### config.mk
export PLATFORM = sky130hd
export DESIGN_NAME = sram_port_arbiter
export DESIGN_NICKNAME = d
export VERILOG_FILES = /design/src/rtl/sram_port_arbiter.sv
export SDC_FILE = /design/constraint.sdc
export NUM_CORES = 1
export LEC_CHECK = 0
export BUFFER_PORTS_ARGS = -buffer_cell sky130_fd_sc_hd__clkbuf_2
export CAP_MARGIN = 5
export CORE_AREA = 2 2 96 98
export DETAILED_ROUTE_END_ITERATION = 10
export DIE_AREA = 0 0 98 100
export GPL_ROUTABILITY_DRIVEN = 0
export PLACE_DENSITY_LB_ADDON = 0.05
export SLEW_MARGIN = 20
export SYNTH_ARGS = -nofsm -noshare
export SYNTH_HDL_FRONTEND = slang
export SYNTH_SLANG_ARGS = --single-unit
### constraint.sdc
create_clock -name clk -period 1.84 [get_ports clk]
set_input_delay 0.368 -clock clk [delete_from_list [all_inputs] [get_ports clk]]
set_output_delay 0.368 -clock clk [all_outputs]
set_load 0.03 [all_outputs]
### src/rtl/sram_port_arbiter.sv
// Two-master Avalon-MM arbiter for a single-port SRAM with a fixed-latency read tag pipeline.
// Build option: define SRAM_ARB_M0_PRIORITY_EN to give m0 fixed priority instead of round-robin.
module sram_port_arbiter #(
    parameter int ADDR_W       = 10,
    parameter int DATA_W       = 32,
    parameter int READ_LATENCY = 2
) (
    input  logic                  clk,
    input  logic                  reset_n,

    input  logic [ADDR_W-1:0]     m0_address,
    input  logic                  m0_read,
    input  logic                  m0_write,
    input  logic [DATA_W-1:0]     m0_writedata,
    input  logic [DATA_W/8-1:0]   m0_byteenable,
    output logic                  m0_waitrequest,
    output logic [DATA_W-1:0]     m0_readdata,
    output logic                  m0_readdatavalid,

    input  logic [ADDR_W-1:0]     m1_address,
    input  logic                  m1_read,
    input  logic                  m1_write,
    input  logic [DATA_W-1:0]     m1_writedata,
    input  logic [DATA_W/8-1:0]   m1_byteenable,
    output logic                  m1_waitrequest,
    output logic [DATA_W-1:0]     m1_readdata,
    output logic                  m1_readdatavalid,

    output logic [ADDR_W-1:0]     s_address,
    output logic                  s_read,
    output logic                  s_write,
    output logic [DATA_W-1:0]     s_writedata,
    output logic [DATA_W/8-1:0]   s_byteenable,
    input  logic [DATA_W-1:0]     s_readdata
);

    logic req_0;
    logic req_1;
    logic gnt_0;
    logic gnt_1;

    logic [READ_LATENCY-1:0] tag_vld_q;
    logic [READ_LATENCY-1:0] tag_vld_d;
    logic [READ_LATENCY-1:0] tag_id_q;
    logic [READ_LATENCY-1:0] tag_id_d;

    assign req_0 = m0_read | m0_write;
    assign req_1 = m1_read | m1_write;

`ifdef SRAM_ARB_M0_PRIORITY_EN
    always_comb begin
        gnt_0 = reset_n & req_0;
        gnt_1 = reset_n & req_1 & ~req_0;
    end
`else
    logic last_gnt_q;
    logic last_gnt_d;

    // No grant while reset is held, so requesters see waitrequest during reset.
    always_comb begin
        gnt_0 = 1'b0;
        gnt_1 = 1'b0;
        if (reset_n) begin
            if (req_0 && req_1) begin
                gnt_0 = last_gnt_q;
                gnt_1 = ~last_gnt_q;
            end else begin
                gnt_0 = req_0;
                gnt_1 = req_1;
            end
        end
    end

    always_comb begin
        last_gnt_d = last_gnt_q;
        if (gnt_0) begin
            last_gnt_d = 1'b0;
        end else if (gnt_1) begin
            last_gnt_d = 1'b1;
        end
    end

    always_ff @(posedge clk or negedge reset_n) begin
        if (!reset_n) begin
            last_gnt_q <= 1'b1;
        end else begin
            last_gnt_q <= last_gnt_d;
        end
    end
`endif

    assign m0_waitrequest = req_0 & ~gnt_0;
    assign m1_waitrequest = req_1 & ~gnt_1;

    // A simultaneous read+write from one master issues only the write.
    always_comb begin
        s_address    = '0;
        s_read       = 1'b0;
        s_write      = 1'b0;
        s_writedata  = '0;
        s_byteenable = '0;
        if (gnt_0) begin
            s_address    = m0_address;
            s_read       = m0_read & ~m0_write;
            s_write      = m0_write;
            s_writedata  = m0_writedata;
            s_byteenable = m0_byteenable;
        end else if (gnt_1) begin
            s_address    = m1_address;
            s_read       = m1_read & ~m1_write;
            s_write      = m1_write;
            s_writedata  = m1_writedata;
            s_byteenable = m1_byteenable;
        end
    end

    always_comb begin
        tag_vld_d    = '0;
        tag_id_d     = '0;
        tag_vld_d[0] = s_read;
        tag_id_d[0]  = gnt_1;
        for (int i = 1; i < READ_LATENCY; i++) begin
            tag_vld_d[i] = tag_vld_q[i-1];
            tag_id_d[i]  = tag_id_q[i-1];
        end
    end

    always_ff @(posedge clk or negedge reset_n) begin
        if (!reset_n) begin
            tag_vld_q <= '0;
            tag_id_q  <= '0;
        end else begin
            tag_vld_q <= tag_vld_d;
            tag_id_q  <= tag_id_d;
        end
    end

    assign m0_readdatavalid = tag_vld_q[READ_LATENCY-1] & ~tag_id_q[READ_LATENCY-1];
    assign m1_readdatavalid = tag_vld_q[READ_LATENCY-1] &  tag_id_q[READ_LATENCY-1];
    assign m0_readdata      = m0_readdatavalid ? s_readdata : '0;
    assign m1_readdata      = m1_readdatavalid ? s_readdata : '0;

endmodule

## Yosys cells after proc, flatten, opt, wreduce, memory -nomap -nowiden

Cells that the tools add are included.

| cells by class | value |
|---|---|
| muxes and demuxes | 18 |
| bitwise operators | 14 |
| reductions and logical operators | 2 |

Operator list:

| operator | number |
|---|---|
| two-way mux 32 bit | 4 |
| two-way mux 10 bit | 2 |
| two-way mux 1 bit | 10 |
| two-way mux 4 bit | 2 |
| AND 1 bit | 6 |
| NOT 1 bit | 6 |
| bitwise OR 1 bit | 2 |
| nonzero test 2 bit | 1 |
| logical AND 1 bit | 1 |

| storage, ports and cells | value |
|---|---|
| flip-flop bits (word level) | 5 |
| input bits | 130 |

## Logic depth before layout (Yosys ltp)

Gate-level depths: netlist of the first run.

| logic depth | value |
|---|---|
| depth after elaboration | 6 |
| gate-level depth with buffers | 5 |
| mapped depth without buffers | 3 |

## Worst setup path before layout of the first run

Ideal clock, no wire load.

| path | value |
|---|---|
| path kind | register to output |
| start point | register last_gnt_q |
| end point | output port s_read |
| arrival time | 1392 ps |
| data required time | 1472 ps |
| path slack | 80 ps |
| cell stages (with the launch flop) | 3 |
| path buffers | 0 |
| cells stage by stage | dfstp_2 > nand3b_1 > a21boi_0 |

| between the ends | value |
|---|---|
| word-level cells in the longest chain between the ends | 5 |
| elaborated cells between the ends (all ways) | 7 |
| those cells by class | 6 x mux; 1 x bitwise |

Ends and longest elaborated chain:

| element | RTL line | text |
|---|---|---|
| start: declaration | 56 | `logic last_gnt_q;` |
| start signal: assignment | 87 | `last_gnt_q <= last_gnt_d;` |
| NOT 1 bit | 66 | `gnt_1 = ~last_gnt_q;` |
| two-way mux 1 bit | 64 | `if (req_0 && req_1) begin` |
| two-way mux 1 bit | 63 | `if (reset_n) begin` |
| two-way mux 1 bit | 108 | `end else if (gnt_1) begin` |
| two-way mux 1 bit (*) | 102 | `if (gnt_0) begin` |
| end: declaration | 30 | `output logic s_read,` |

Mark *: on every way between the ends. The rest lies on a longest branch, timed or not.

## Worst setup path after layout of the first run

| path | value |
|---|---|
| start point | register last_gnt_q |
| end point | output port s_writedata[26] |

| between the ends | value |
|---|---|
| word-level cells in the longest chain between the ends | 5 |
| elaborated cells between the ends (all ways) | 7 |
| those cells by class | 6 x mux; 1 x bitwise |

Ends and longest elaborated chain:

| element | RTL line | text |
|---|---|---|
| NOT 1 bit | 66 |  |
| two-way mux 1 bit | 64 |  |
| two-way mux 1 bit | 63 |  |
| two-way mux 32 bit | 108 |  |
| two-way mux 32 bit (*) | 102 |  |
| end: declaration | 32 | `output logic [DATA_W-1:0] s_writedata,` |

Marked as above.

==> flow_metrics.env, run 1 <==
export IMPL_viasPerCell=4.290
export IMPL_r2r_start="last_gnt_q"
export IMPL_hold_violations=0
export IMPL_hold_class="primary input to asynchronous set/reset pin"
export IMPL_hpwlAfterDp_mm=5.402
export IMPL_numPortBuffers=245
export IMPL_met3_usage_pct=3.343
export IMPL_yosysSeqAreaShare_pct=10.69
export IMPL_fin_skew_ns=0.001544
export IMPL_worst_slew_pin_slew_ns=0.3078
export IMPL_cts_root_buf="clkbuf_8"
export IMPL_grt_use_total_pct=12.64
export IMPL_ir_drop_v=0.0001865
export IMPL_cts_buffers=3
export IMPL_finalWirelength_mm=6.989
export IMPL_slew_headroom_pct=79.48
export IMPL_clock_latency_ns=0.22
export IMPL_synth_net_count=285
export IMPL_dieArea_sq_um=9800
export IMPL_power_density_nw_per_um2=503.8
export IMPL_synth_cell_types=21
export IMPL_end_kind="output pin"
export IMPL_drive_gt1_share_pct=67.49
export IMPL_rsz0062_at_grt="yes"
export IMPL_stdcell_area_sq_um=3188
export IMPL_crit_arrival_ns=1.55
export IMPL_reg2reg_slack_ns=0.59
export IMPL_grt_pass1_wl_mm=10.08
export IMPL_h_tree_depth=1
export IMPL_grt_max_degree=34
export IMPL_timing_fmax_mhz=520.5
export IMPL_cts_sinks=5
export IMPL_grt_overflow=0
export IMPL_syn2layout_area_growth_pct=169.6
export IMPL_drt_iter0_markers=56
export IMPL_antenna_found_initial=0
export IMPL_clk_pin_slew_ns=0.04
export IMPL_status="finished with violations"
export IMPL_finalSetupViolations=46
export IMPL_num_io_pins=246
export IMPL_cts_max_path_buffers=2
export IMPL_placed_cell_area_sq_um=2544
export IMPL_rows=35
export IMPL_die_h_microns=100
export IMPL_layout_nets=537
export IMPL_p_leak_uw=0.001930
export IMPL_via_count=2218
export IMPL_drcViolationCount=0
export IMPL_critical_path_startpoint="last_gnt_q"
export IMPL_ff2ff_path_depth=5
export IMPL_chipWidth_microns=98
export IMPL_diodes=0
export IMPL_fin_ws_ns=-0.08107
export IMPL_syn_inst=155
export IMPL_crit_fanout=7
export IMPL_antenna_left=0
export IMPL_worstReg2RegEnd="last_gnt_q"
export IMPL_critPathKind="flip-flop to output pin"
export IMPL_required_ns=1.47
export IMPL_yosys_register_bits=5
export IMPL_core_area_sq_um=8890
export IMPL_cts_hold_buf=0
export IMPL_final_period_utilization_pct=104.4
export IMPL_drt_pass1_iter_count=4
export IMPL_setup_tns_ns=-2.410
export IMPL_start_util_pct=13.30
export IMPL_start_kind="flip-flop"
export IMPL_crit_end="s_writedata[26]"
export IMPL_grt_busiest_layer="met2"
export IMPL_grt_use_met2_pct=26.29
export IMPL_avgSynthCellArea_sq_um=7.628
export IMPL_drv_cap=0
export IMPL_period_minus_slack_ns=1.921
export IMPL_grt_pass1_vias=2090
export IMPL_synth_area_sq_um=1182
export IMPL_ys_warn_count=0
export IMPL_violations="setup timing"
export IMPL_use_met1_pct=12.30
export IMPL_final_max_slew_viol_count=0
export IMPL_routedWlPerCell_microns=13.52
export IMPL_cts_tree="built"
-- per-stage QoR --
stage / util [%] / cells / hold WS [ns] / power [uW] / worst slack, ns
2_1_floorplan: - / 155 / 0.07241 / 757.6 / 0.08016
3_3_place_gp: 28.61 / 504 / 0.3324 / 1124 / -0.1415
3_5_place_dp: 28.61 / 504 / 0.3347 / 1113 / -0.1276
4_1_cts: 35.17 / 516 / 0.1231 / 1582 / -0.08344
5_1_grt: 35.86 / 517 / 0.1353 / 1709 / -0.1345
6_report: 35.86 / 517 / 0.1279 / 1606 / -0.08107
-- power by group --
group	internal (uW)	total [uW]	switching (uW)	leakage (uW)
clock network	149	202	53.5	0.0000228
logic	605	1270	667	0.00184
registers	125	132	6.77	0.0000630
-- worst min-delay path by stage --
stage	from	end	slack, ns	cells after the start
3_3_place_gp	reset_n	tag_vld_q[0]	0.33	2
6_report	reset_n	tag_id_q[1]	0.13	2
5_1_grt	reset_n	tag_id_q[1]	0.14	2
2_1_floorplan	reset_n	tag_id_q[0]	0.07	0
4_1_cts	reset_n	tag_vld_q[1]	0.12	2
3_5_place_dp	tag_vld_q[0]	tag_vld_q[1]	0.33	0
-- routing by layer --
| metal | wire length, microns | vias to the layer above |
|---|---|---|
| li1 | - | 1089 |
| met1 | 2436 | 974 |
| met2 | 3845 | 151 |
| met3 | 645 | 4 |
| met4 | 61 | 0 |
| met5 | 0 | - |
-- cell usage after synthesis --
| library cell | n | area share (%) |
|---|---|---|
| o221a_4 | 1 | 1.7 |
| buf_6 | 5 | 4.8 |
| dfstp_2 | 1 | 2.2 |
| nor2_1 | 6 | 1.9 |
| o21bai_1 | 1 | 0.64 |
| dfrtp_1 | 4 | 8.5 |
| nand3b_1 | 1 | 0.64 |
| and3_4 | 1 | 0.95 |
| o21ai_1 | 1 | 0.42 |
| nand2_1 | 1 | 0.32 |
| and3_1 | 32 | 17 |
| and2_1 | 33 | 17 |
| nand2b_1 | 1 | 0.53 |
| clkbuf_1 | 8 | 2.5 |
| buf_2 | 5 | 2.1 |
| buf_4 | 1 | 0.64 |
| a21oi_1 | 2 | 0.85 |
| a22o_1 | 46 | 34 |
| nor2b_1 | 2 | 1.1 |
| or2_1 | 1 | 0.53 |
| a21boi_0 | 2 | 1.3 |
-- registers in the layout (all words and copies together) (netlist names) --
register    cells
tag_id_q        2
last_gnt_q      1
tag_vld_q       2
-- worst max-delay path, stage by stage, from the launching register on --
cell and delay (ns):
dfstp_2 0.55, o221a_4 0.22, buf_12 0.12, clkbuf_16 0.14, a22o_1 0.15, clkbuf_8 0.16
-- repair_timing --
item | CTS | global route
resized for setup | 102 | 23
endpoints found under the setup margin | 48 | 50
pin swaps | 7 | 29
setup buffers | 5 | 0
cloned | 3 | 2
-- area by class of cell --
class | instances | area, sq um
fill | 922 | 5702
timing repair buffer | 265 | 1912
multi-input combinational | 132 | 965.9
tap | 111 | 138.9
sequential | 5 | 126.4
clock buffer | 4 | 45.04
-- cells by family (layout without fill, tap and decap cells) --
logic type | after synthesis | after routing | share of synthesized area (%)
and+or+nand+nor | 78 | 79 | 40.32
AOI/OAI and AO/OA | 53 | 53 | 38.94
buffers and inverters | 19 | 269 | 10.05
DFF | 5 | 5 | 10.69
-- layout by cell type (no fill, tap or decap), types with 2 or more instances in the layout --
cell / Yosys / layout
a21boi_1: 0 / 2
a21oi_1: 2 / 2
a22o_1: 46 / 44
a22o_4: 0 / 2
and2_1: 33 / 33
and3_1: 32 / 32
and3_4: 1 / 2
buf_12: 0 / 3
buf_4: 1 / 13
buf_6: 5 / 3
buf_8: 0 / 17
clkbuf_16: 0 / 2
clkbuf_2: 0 / 195
clkbuf_8: 0 / 32
dfrtp_1: 4 / 4
nor2_1: 6 / 6
nor2b_1: 2 / 2
(Power assumes the default switching activity.)
==> inputs of run 2 (changes only) <==
--- a/config.mk
+++ b/config.mk
@@ -11,7 +11,9 @@
 export DETAILED_ROUTE_END_ITERATION = 10
 export DIE_AREA = 0 0 98 100
 export GPL_ROUTABILITY_DRIVEN = 0
+export GPL_TIMING_DRIVEN = 0
 export PLACE_DENSITY_LB_ADDON = 0.05
+export SKIP_CTS_REPAIR_TIMING = 1
 export SLEW_MARGIN = 20
 export SYNTH_ARGS = -nofsm -noshare
 export SYNTH_HDL_FRONTEND = slang
==> flow_metrics.env, run 2 (same netlist as run 1, synthesis figures left out) <==
export IMPL_final_common_cell="clkbuf_2"
export IMPL_final_period_utilization_pct=110.6
export IMPL_fin_skew_ns=0.0007416
export IMPL_hpwlAfterDp_mm=5.562
export IMPL_grt_overflow=0
export IMPL_cts_root_buf="clkbuf_8"
export IMPL_die_h_microns=100
export IMPL_status="finished with violations"
export IMPL_cts_max_path_buffers=2
export IMPL_end_kind="output pin"
export IMPL_crit_arrival_ns=1.67
export IMPL_dp_slack_ns=-0.1075
export IMPL_grt_max_degree=11
export IMPL_power_switching_uw=714.5
export IMPL_dieArea_sq_um=9800
export IMPL_stdcell_count=526
export IMPL_clock_latency_ns=0.22
export IMPL_num_io_pins=246
export IMPL_cts_sinks=5
export IMPL_largestRegisters="tag_id_q (2), tag_vld_q (2), last_gnt_q (1)"
export IMPL_holdWs_ns=0.006170
export IMPL_grt_use_total_pct=11.07
export IMPL_worst_slew_pin_slew_ns=0.2913
export IMPL_viasPerCell=4.230
export IMPL_ir_drop_v=0.0002031
export IMPL_power_frac_seq_pct=9.2
export IMPL_swShare_pct=46.59
export IMPL_clk_pin_slew_ns=0.04
export IMPL_final_cell_mix="clkbuf_2, a22o_1, buf_6"
export IMPL_cts_tree="built"
export IMPL_fin_ws_ns=-0.1957
export IMPL_start_kind="flip-flop"
export IMPL_routedWlPerCell_microns=12.54
export IMPL_final_max_slew_viol_count=0
export IMPL_comb_power_share_pct=77.7
export IMPL_timing_fmax_mhz=491.2
export IMPL_internal_power_uw=819.0
export IMPL_required_ns=1.47
export IMPL_layout_nets=546
export IMPL_critPathKind="flip-flop to output pin"
export IMPL_chipWidth_microns=98
export IMPL_crit_fanout=6
export IMPL_drcViolationCount=0
export IMPL_via_count=2225
export IMPL_numPortBuffers=245
export IMPL_antenna_found_initial=0
export IMPL_period_minus_slack_ns=2.036
export IMPL_violations="setup timing"
export IMPL_dp_cells=511
export IMPL_hold_violations=0
export IMPL_diodes=0
export IMPL_p_leak_uw=0.001898
export IMPL_core_area_sq_um=8890
export IMPL_finalSetupViolations=48
export IMPL_grt_pass1_vias=1965
export IMPL_drt_pass1_iter_count=4
export IMPL_rsz0062_at_grt="yes"
export IMPL_slew_headroom_pct=80.58
export IMPL_rows=35
export IMPL_power_density_nw_per_um2=502.9
export IMPL_drv_cap=0
export IMPL_antenna_left=0
export IMPL_syn2layout_area_growth_pct=157.9
export IMPL_h_tree_depth=1
export IMPL_start_util_pct=13.30
export IMPL_p_clk_share_pct=13.2
export IMPL_finalWirelength_mm=6.597
export IMPL_drive_gt1_share_pct=67.71
export IMPL_cts_buffers=3
export IMPL_drt_iter0_markers=34
export IMPL_grt_pass1_wl_mm=9.114
export IMPL_hold_class="primary input to asynchronous set/reset pin"
run 2: cell count changes in the layout (fill, tap and decap cells not counted), sizes merged:
cell,previous run,this run
clkbuf,231,205
and3,34,33
buf,38,74
run 2: final timing paths:
| kind | endpoint | startpoint | slack, ns | cells after the start |
|---|---|---|---|---|
| setup / recovery | s_writedata[19] | last_gnt_q | -0.20 | 6 |
| hold / removal | tag_vld_q[1] | reset_n | 0.006 | 1 |
| setup reg to reg | last_gnt_q | last_gnt_q | 0.54 | 5 |
| hold reg to reg | tag_vld_q[1] | tag_vld_q[0] | 0.34 | 0 |
| max in group asynchronous | last_gnt_q | reset_n | 1.57 | 1 |
| min in group clk | tag_vld_q[1] | tag_vld_q[0] | 0.34 | 0 |
run 2: layout make-up:
cell class / count / area, sq um
Timing Repair Buffer: 256 / 1627
Tap cell: 111 / 138.9
Buffer: 19 / 150.1
Fill cell: 938 / 5841
Clock buffer: 4 / 45.04
Sequential cell: 5 / 128.9
Multi-Input combinational cell: 131 / 959.7
run 2: per-stage QoR:
step / utilization [%] / cell area, sq um / TNS [ns] / total power, uW
5_1_grt: 34.30 / 3049 / -8.875 / 1627
3_5_place_dp: 28.66 / 2547 / -2.895 / 1116
2_1_floorplan: - / 1182 / 0 / 757.6
6_report: 34.30 / 3049 / -6.155 / 1534
4_1_cts: 29.16 / 2592 / -16.05 / 1326
3_3_place_gp: 28.66 / 2547 / -2.597 / 1125
run 2: power groups by stage:
stage	combinational (uW)	clock [uW]	sequential [uW]
2_1_floorplan	622	0	135
3_3_place_gp	985	0	140
3_5_place_dp	975	0	141
4_1_cts	976	210	140
5_1_grt	1270	215	142
6_report	1190	202	140
run 2: critical path, cell delays in order (launching register included):
cell and delay (ns):
dfstp_2 0.57, o21ai_2 0.06, and3_4 0.19, buf_8 0.14, buf_8 0.12, a22o_1 0.22, buf_6 0.14
run 2: metal layers:
metal	global-route usage, %	wire, microns	vias to the layer above
met5	0	0	-
met1	11.51	2309	958
met3	2.786	670	10
met4	3.419	128	0
met2	21.71	3489	151
li1	-	-	1106
==> inputs of run 3 (changes only) <==
--- a/config.mk
+++ b/config.mk
@@ -12,7 +12,7 @@
 export DIE_AREA = 0 0 98 100
 export GPL_ROUTABILITY_DRIVEN = 0
 export GPL_TIMING_DRIVEN = 0
-export PLACE_DENSITY_LB_ADDON = 0.05
+export PLACE_DENSITY = 0.46
 export SKIP_CTS_REPAIR_TIMING = 1
 export SLEW_MARGIN = 20
 export SYNTH_ARGS = -nofsm -noshare
==> flow_metrics.env, run 3 (same netlist as run 1, synthesis figures left out) <==
export IMPL_status="finished with violations"
export IMPL_violations="hold timing, setup timing"
export IMPL_holdWs_ns=-0.002199
export IMPL_layout_nets=538
export IMPL_fin_ws_ns=-0.2010
export IMPL_final_cell_mix="clkbuf_2, a22o_1, and2_1"
export IMPL_power_total_uw=1462
export IMPL_stdcell_area_sq_um=2883
export IMPL_drv_cap=0
export IMPL_p_leak_uw=0.001824
export IMPL_fill_cells=974
export IMPL_cts_sinks=5
export IMPL_hold_class="primary input to asynchronous set/reset pin"
export IMPL_antenna_left=0
export IMPL_post_route_util_pct=32.43
export IMPL_critPathKind="flip-flop to output pin"
export IMPL_start_util_pct=13.30
export IMPL_core_area_sq_um=8890
export IMPL_power_density_nw_per_um2=507.2
export IMPL_placed_cell_area_sq_um=2547
export IMPL_dp_slack_ns=-0.09720
export IMPL_r2r_start="last_gnt_q"
export IMPL_h_tree_depth=1
export IMPL_dieArea_sq_um=9800
export IMPL_die_h_microns=100
export IMPL_rsz0062_at_grt="yes"
export IMPL_dp_cells=511
export IMPL_hpwlAfterDp_mm=5.417
export IMPL_clock_latency_ns=0.22
export IMPL_grt_overflow=0
export IMPL_cts_max_path_buffers=2
export IMPL_finalWirelength_mm=6.523
export IMPL_cts_root_buf="clkbuf_8"
export IMPL_final_common_cell="clkbuf_2"
export IMPL_slew_headroom_pct=79.27
export IMPL_finalSetupViolations=48
export IMPL_routedWlPerCell_microns=12.59
export IMPL_drt_iter0_markers=47
export IMPL_drcViolationCount=0
export IMPL_end_kind="output pin"
export IMPL_reg2reg_slack_ns=0.64
export IMPL_antenna_found_initial=0
export IMPL_via_count=2171
export IMPL_drt_pass1_iter_count=4
export IMPL_crit_fanout=7
export IMPL_viasPerCell=4.191
export IMPL_cts_buffers=3
export IMPL_ff2ff_path_depth=4
export IMPL_largestRegisters="tag_id_q (2), tag_vld_q (2), last_gnt_q (1)"
export IMPL_grt_pass1_vias=1754
export IMPL_numPortBuffers=245
export IMPL_diodes=0
export IMPL_final_max_slew_viol_count=0
export IMPL_fin_skew_ns=0.002995
export IMPL_hold_violations=2
export IMPL_clk_pin_slew_ns=0.04
export IMPL_worstReg2RegEnd="last_gnt_q"
export IMPL_cts_tree="built"
export IMPL_final_period_utilization_pct=110.9
export IMPL_chipWidth_microns=98
export IMPL_stdcell_count=518
export IMPL_crit_arrival_ns=1.67
export IMPL_drive_gt1_share_pct=66.83
export IMPL_period_minus_slack_ns=2.041
export IMPL_grt_pass1_wl_mm=8.721
export IMPL_timing_fmax_mhz=489.9
export IMPL_num_io_pins=246
export IMPL_rows=35
export IMPL_grt_use_total_pct=10.54
export IMPL_required_ns=1.47
export IMPL_worst_slew_pin_slew_ns=0.3109
export IMPL_ir_drop_v=0.0003384
export IMPL_syn2layout_area_growth_pct=143.8
export IMPL_grt_max_degree=11
export IMPL_start_kind="flip-flop"
==> run 3: changes by cell type in the layout (fill, tap and decap cells not counted), sizes merged <==
cell,previous run,this run
buf,74,64
clkbuf,205,207
==> run 3: layout make-up <==
| type | count | area (sq um) | area share, % |
|---|---|---|---|
| buffer | 19 | 151.4 | 5.252 |
| clock buffer | 4 | 45.04 | 1.563 |
| multi-input combinational | 131 | 947.2 | 32.86 |
| sequential | 5 | 128.9 | 4.471 |
| tap | 111 | 138.9 | 4.818 |
| timing repair buffer | 248 | 1471 | 51.04 |
==> run 3: worst max path at each step <==
stage / from / endpoint / slack [ns]
after floorplan: last_gnt_q / s_read / 0.08
after global placement: m1_read / s_writedata[26] / -0.08
after detailed placement: m1_read / s_writedata[30] / -0.1
after CTS: tag_vld_q[1] / m0_readdata[21] / -0.28
after global routing: last_gnt_q / s_writedata[14] / -0.26
final: last_gnt_q / s_writedata[1] / -0.20
==> run 3: stage by stage <==
| stage | setup TNS (ns) | hold slack, ns |
|---|---|---|
| 2_1_floorplan | 0 | 0.07241 |
| 3_3_place_gp | -1.771 | 0.2300 |
| 3_5_place_dp | -2.236 | 0.2341 |
| 4_1_cts | -15.32 | -0.002997 |
| 5_1_grt | -10.21 | 0.006978 |
| 6_report | -7.281 | -0.002199 |
==> run 3: worst max-delay path, cell delays in order, from the launching register on <==
cell,delay (ns)
dfstp_2,0.57
o21ai_1,0.08
and3_4,0.18
buf_8,0.14
buf_4,0.15
a22o_1,0.19
buf_6,0.14
==> run 3: metal layers <==
metal  share of wire [%]  up-vias  track usage [%]  routed length (microns)
met2                  53       93            18.23                     3433
met5                   0        -                0                        0
met4                0.14        0           0.9615                        9
met3                 5.7        2            1.741                      372
li1                    -     1095                -                        -
met1                  41      981            14.36                     2707
==> run 3: power by group <==
| part | switching [uW] | internal, uW |
|---|---|---|
| logic | 637 | 486 |
| clock network | 50.0 | 148 |
| registers | 15.1 | 126 |
| total | 702 | 761 |
